## src/rtl/psqwm.sv

```systemverilog
`timescale 1ns/1ps
// ---------------------------------------------------------------------------
// psqwm : programmable square-wave meter
//
// Measures the high and low durations of an external square wave in 100 ns
// units and reports them once per complete period (high phase followed by
// low phase, closed by the next rising edge).
//
// Ports
//   clk    in   system clock, rising edge
//   rst    in   synchronous reset, active-low
//   en     in   measurement enable; dropping it returns the meter to IDLE
//   sq_in  in   asynchronous square-wave input
//   m_out  out  high duration of the last complete period, in units
//   n_out  out  low duration of the last complete period, in units
//   valid  out  one-cycle strobe, m_out/n_out/err update in the same cycle
//   err    out  last period was non-integral, zero-length or overflowed
//   busy   out  meter is in the HIGH or LOW state
// ---------------------------------------------------------------------------
module psqwm #(
    parameter int T      = 20,
    parameter int M_BITS = 4,
    parameter int N_BITS = 4,
    parameter int U_BITS = 6
) (
    input  logic              clk,
    input  logic              rst,
    input  logic              en,
    input  logic              sq_in,
    output logic [M_BITS-1:0] m_out,
    output logic [N_BITS-1:0] n_out,
    output logic              valid,
    output logic              err,
    output logic              busy
);

    localparam int TICKS  = 100 / T;
    localparam int P_BITS = $clog2(TICKS);

    localparam logic [P_BITS-1:0] P_LAST  = P_BITS'(TICKS - 1);
    localparam logic [P_BITS-1:0] P_ONE   = P_BITS'(1);
    localparam logic [U_BITS-1:0] U_MAX   = {U_BITS{1'b1}};
    localparam logic [U_BITS-1:0] M_LIMIT = U_BITS'((1 << M_BITS) - 1);
    localparam logic [U_BITS-1:0] N_LIMIT = U_BITS'((1 << N_BITS) - 1);

    typedef enum logic [1:0] {
        IDLE,
        ARM,
        HIGH,
        LOW
    } state_t;

    state_t            state;
    logic              s1, s2, s3;
    logic              rise, fall;
    logic [P_BITS-1:0] presc;
    logic [U_BITS-1:0] unit;
    logic [U_BITS-1:0] m_meas;
    logic              m_bad;

    // A phase is bad when it does not end on a unit boundary, is shorter
    // than one unit, or does not fit in the output field.
    function automatic logic phase_bad(input logic [U_BITS-1:0] u,
                                       input logic [P_BITS-1:0] p,
                                       input logic [U_BITS-1:0] limit);
        return (p != '0) || (u == '0) || (u > limit);
    endfunction

    // Two-flop synchronizer (s1, s2) plus a history flop (s3) for edge
    // detection on the synchronized input.
    always_ff @(posedge clk) begin
        if (!rst) begin
            s1 <= 1'b0;
            s2 <= 1'b0;
            s3 <= 1'b0;
        end else begin
            s1 <= sq_in;
            s2 <= s1;
            s3 <= s2;
        end
    end

    assign rise = s2 & ~s3;
    assign fall = ~s2 & s3;

    // Duration counter: the prescaler divides the clock down to 100 ns
    // units and the unit counter counts whole units, saturating. The edge
    // cycle itself is the first cycle of the new phase, so the prescaler
    // restarts at 1 rather than 0. At the closing edge the unit counter is
    // floor(D/TICKS) and a non-zero prescaler is the remainder.
    always_ff @(posedge clk) begin
        if (!rst || state == IDLE) begin
            presc <= '0;
            unit  <= '0;
        end else if (rise || fall) begin
            presc <= P_ONE;
            unit  <= '0;
        end else if (presc == P_LAST) begin
            presc <= '0;
            if (unit != U_MAX) begin
                unit <= unit + U_BITS'(1);
            end
        end else begin
            presc <= presc + P_ONE;
        end
    end

    // Measurement FSM with registered outputs. ARM waits for a rising edge
    // so that a partial period seen at enable time is never reported. The
    // high phase is latched on the fall; the report is produced on the rise
    // that closes the low phase, which is also the start of the next period.
    always_ff @(posedge clk) begin
        if (!rst) begin
            state  <= IDLE;
            m_out  <= '0;
            n_out  <= '0;
            valid  <= 1'b0;
            err    <= 1'b0;
            busy   <= 1'b0;
            m_meas <= '0;
            m_bad  <= 1'b0;
        end else begin
            valid <= 1'b0;
            if (!en) begin
                state <= IDLE;
                busy  <= 1'b0;
            end else begin
                case (state)
                    IDLE: begin
                        state <= ARM;
                        busy  <= 1'b0;
                    end
                    ARM: begin
                        if (rise) begin
                            state <= HIGH;
                            busy  <= 1'b1;
                        end
                    end
                    HIGH: begin
                        if (fall) begin
                            m_meas <= unit;
                            m_bad  <= phase_bad(unit, presc, M_LIMIT);
                            state  <= LOW;
                        end
                    end
                    LOW: begin
                        if (rise) begin
                            m_out <= (m_meas > M_LIMIT) ? {M_BITS{1'b1}}
                                                        : m_meas[M_BITS-1:0];
                            n_out <= (unit > N_LIMIT) ? {N_BITS{1'b1}}
                                                      : unit[N_BITS-1:0];
                            err   <= m_bad | phase_bad(unit, presc, N_LIMIT);
                            valid <= 1'b1;
                            state <= HIGH;
                        end
                    end
                    default: begin
                        state <= IDLE;
                        busy  <= 1'b0;
                    end
                endcase
            end
        end
    end

endmodule

```

## config.mk

```make
export PLATFORM = sky130hd
export DESIGN_NAME = psqwm
export DESIGN_NICKNAME = d
export VERILOG_FILES = /design/src/rtl/psqwm.sv
export SDC_FILE = /design/constraint.sdc
export NUM_CORES = 1
export LEC_CHECK = 0
export CAP_MARGIN = 20
export CORE_AREA = 3 3 66 62
export DETAILED_ROUTE_END_ITERATION = 10
export DIE_AREA = 0 0 69 65
export PLACE_DENSITY = 0.63
export RECOVER_POWER = 100
export SKIP_CTS_REPAIR_TIMING = 1
export SYNTH_ARGS = -nofsm -noshare
export SYNTH_HDL_FRONTEND = slang
export SYNTH_SLANG_ARGS = --single-unit
export TNS_END_PERCENT = 1
```

## constraint.sdc

```tcl
create_clock -name clk -period 1.8 [get_ports clk]
set_clock_uncertainty 0.2 [all_clocks]
set_input_delay 0.27 -clock clk [delete_from_list [all_inputs] [get_ports clk]]
set_output_delay 0.27 -clock clk [all_outputs]
set_load 0.02 [all_outputs]
```

Yosys cells after proc, flatten, opt, wreduce, memory -nomap -nowiden:

Cells that the tools add are included.
W data, S select, Z words.

* register bits after elaboration: 32
* input bits: 4
* output and inout bits: 11
* logic and storage cells: 60

* add/sub/neg operators: 2
* $lt $le $gt $ge: 2
* equality and inequality tests: 8
* muxes and demuxes: 10
* bitwise logic cells: 5
* reduce and logical (&&, ||, !) cells: 19

Operator list (number)
* $gt A6 B4 Y1 const B: 2
* $reduce_and A3 Y1: 3
* $mux W4: 2
* $reduce_and A2 Y1: 4
* $add A6 B1 Y6 const B: 1
* $logic_not A6 Y1: 1
* $ne A6 B6 Y1 const B: 1
* $pmux W2 S3: 1
* $eq A2 B2 Y1 const B: 2
* $logic_or A1 B1 Y1: 4
* $mux W1: 4
* $mux W2: 2
* $ne A2 B2 Y1 const B: 2
* $reduce_or A2 Y1: 2
* $add A3 B1 Y3 const B: 1
* $eq A3 B3 Y1 const B: 1
* $reduce_bool A3 Y1: 1
* $reduce_or A3 Y1: 1
* $and A1 B1 Y1: 2
* $eq A2 B1 Y1 const B: 1
* $logic_not A2 Y1: 1
* $ne A2 B1 Y1 const B: 1
* $not A1 Y1: 2
* $pmux W1 S2: 1
* 3 further kinds: 3

Logic depth before layout (Yosys ltp):

* depth in word-level cells: 4
* depth in mapped cells: 6
* depth with buffers taken out: 5

Least setup slack after synthesis:

Ideal clock, no wire load.

* path type: reg-to-reg
* start point: reg presc[0]
* end point: reg m_bad
* arrival time: 1205 ps
* setup slack: 261 ps
* cell stages (with the launch flop): 6
* buffers on the path: 0
* clock period less this slack: 1539 ps
* path through: dfxtp_1 -> inv_1 -> ha_1 -> or4b_1 -> a21oi_2 -> a211oi_1

* cells in the longest elaborated chain, start to end: 3

Ends and longest elaborated chain
* start: declaration: line 56 `logic [P_BITS-1:0] presc;`
* start signal: assignment: line 104 `presc <= presc + P_ONE;`
* $reduce_bool A3 Y1: line 66 `return (p != '0) || (u == '0) || (u > limit);`
* $logic_or A1 B1 Y1 (2 in a row): line 66
* end signal: assignment: line 142 `m_bad <= phase_bad(unit, presc, M_LIMIT);`
* end: declaration: line 59 `logic m_bad;`

Every way passes these cells.
A chain may end at the register's enable or synchronous reset.

Final worst setup path:

* start point: reg valid
* end point: out valid

RTL lines
* start: declaration: line 32 `output logic valid,`
* start signal: assignment: line 117 `valid <= 1'b0;`
* start signal: assignment: line 123 `valid <= 1'b0;`
* start signal: assignment: line 153 `valid <= 1'b1;`

No word-level cell between the ends.

==> out/results.txt <==
Status: finished clean
Ys flop type: dfxtp_1
Crit path largest cell delay: 660 ps
DRC violations left: 0
CP top delay family: buffers and inverters
Via density per instance: 5.096
Syn nets: 155
Number of routed nets with antenna violations: 0
Worst Path Arrival: 1240 ps
CP endpoint kind: primary output
Setup CP Type: register to primary output
Drt initial violations: 51
Largest net degree at the start of global routing: 20
Seq/Total Area, Yosys: 47.32%
Min Tclk post-route: 1708 ps
Ys async rst share: 0%
Top Ports: 15
Clk Latency, worst-skew pair: 270 ps
Gpl congestion: 0.8063
Met2 routed WL: 1223 um
Row count: 20
Max_cap viols: 0
Detailed placement HPWL: 2024 um
CTS buffer count: 5
Hold WS: 244.2 ps
Pre-CTS setup slack: 76.42 ps
Sum of buffers and inverters on the critical path: 1
Mapped cell area: 1354 um2
First-pass DRT Iterations: 4
Worst min path class: register to register
Wire length per cell: 12.57 um
Final Hold Fails: 0
Gr usage total: 13.23%
Initial antenna violation count: 0
Clock root buffer: clkbuf_8
EDFF count, synth: 0
RSZ-0062 raised after global routing: false
Proportion of layout cells with a drive suffix above 1: 7.273%
Clock transition at the registers of the reported paths: 60 ps
Power Density: 776.8 nW/um2
Mapped Cells: 145
Total gr overflow: 0
Die Span Y: 65 um
CP Max Fanout: 1
Utilization after layout: 47.57%
Synth Register Bits: 32
DR WL met3: 118 um
CP cell instances: dlygate4sd3_1
Clock Sinks: 32
Wl on met1: 1236 um
Routed WL: 2628 um
CTS HTree Levels: 2
Max-slew violations: 0
Worst relative slew slack: 75.23%
Leak: 0.5806 nW
Period utilization: 94.87%
CTS tree: built
F_max: 585.6 MHz
Mean Syn Cell Area: 9.337 um2
WP data required: 1330 ps
Via count: 1065
Fin worst setup slack: 92.40 ps
Antenna diodes: 0
Synth-to-Final Area Change: 19.59%
Initial Utilization: 39.78%
CTS Buffer Depth: 2
Synth cell types: 30
Setup_tns: 0 ps
Number of synthesis warnings: 0
Die W: 69 um
CP max-delay cell: dlygate4sd3_1
First-pass GRT wire length: 4705 um
Startpoint types: register
Worst slew pin tran: 370.0 ps
PortBufs: 14
Final net count: 175
Vias in the first global route: 1030
Die area: 4485 um2
Setup violators final: 0
Placeable Area: 3403 um2
Tot Pwr: 1.258 mW
Max IR drop VDD: 244.0 uV
Top Metal Used: met4
==> worst paths after layout <==
| check | to | from | slack [ps] | cells after the start |
|---|---|---|---|---|
| max | valid | valid | 90 | 1 |
| min | s2 | s1 | 240 | 1 |
| max reg2reg | err | presc[0] | 120 | 5 |
| min reg2reg | s2 | s1 | 240 | 1 |
==> metal layers <==
| layer | global-route usage, % | vias to the layer above |
|---|---|---|
| met5 | 0 | - |
| met4 | 5.854 | 0 |
| met3 | 5.116 | 6 |
| met2 | 20.60 | 16 |
| met1 | 16.21 | 492 |
| li1 | - | 551 |
==> kinds of logic (layout without fill, tap and decap cells) <==
| logic type | count (synthesis) | count (layout) | share of synthesized area (%) |
|---|---|---|---|
| AO/OA/AOI/OAI | 27 | 27 | 13.96 |
| buffers and inverters | 17 | 37 | 6.839 |
| multiplexers | 8 | 8 | 5.915 |
| adder cells (fa/ha/maj) | 6 | 6 | 5.545 |
| flip-flops | 32 | 32 | 47.32 |
| AND/OR/NAND/NOR | 55 | 55 | 20.43 |
==> flip-flops by register name, summed over array words and instances, names as in the netlist <==
register / cells
valid: 1
m_meas: 6
m_bad: 1
presc: 3
busy: 1
s1: 1
m_out: 4
s3: 1
s2: 1
err: 1
unit: 6
n_out: 4
state: 2
==> stage by stage <==
stage                     instances  area, um2
after floorplan                 145       1354
after global placement          202       1551
after detailed placement        202       1551
after CTS                       209       1629
after global routing            209       1619
final                           209       1619
==> final cells by class <==
cell class	count	area, um2
Fill cell	350	1784
Inverter	10	37.54
Timing Repair Buffer	20	187.7
Sequential cell	32	640.6
Clock buffer	6	72.57
Tap cell	44	55.05
Clock inverter	1	5.005
Multi-Input combinational cell	96	620.6
==> cells in the mapped netlist (2+ instances only) <==
| master | n | area [um2] |
|---|---|---|
| nor2_1 | 22 | 82.58 |
| buf_2 | 2 | 10.01 |
| and2_1 | 3 | 18.77 |
| inv_1 | 9 | 33.78 |
| o21ai_0 | 2 | 10.01 |
| a21oi_1 | 5 | 25.02 |
| buf_6 | 3 | 33.78 |
| dfxtp_1 | 32 | 640.6 |
| a31oi_1 | 3 | 18.77 |
| and3_1 | 2 | 12.51 |
| a211oi_1 | 12 | 90.09 |
| nor3_1 | 11 | 55.05 |
| and4_1 | 2 | 17.52 |
| nor3b_1 | 2 | 15.01 |
| nand2_1 | 7 | 26.28 |
| ha_1 | 6 | 75.07 |
| and4b_1 | 2 | 20.02 |
| mux2i_1 | 8 | 80.08 |
==> power by group <==
group | leakage (nW) | switching [mW] | total [mW] | internal (mW)
logic | 0.281 | 0.0235 | 0.0419 | 0.0184
registers | 0.259 | 0.00451 | 0.719 | 0.714
clock network | 0.0410 | 0.235 | 0.497 | 0.262
==> cells in the final DEF (no fill, tap or decap), types with 5 or more instances in the layout <==
| cell type | n |
|---|---|
| nor3_1 | 11 |
| ha_1 | 6 |
| nor2_1 | 22 |
| nand2_1 | 7 |
| clkbuf_8 | 5 |
| mux2i_1 | 8 |
| a21oi_1 | 5 |
| a211oi_1 | 12 |
| clkdlybuf4s50_1 | 12 |
| inv_1 | 9 |
| dfxtp_1 | 32 |
Note: power is estimated with default switching activity, not from simulation.
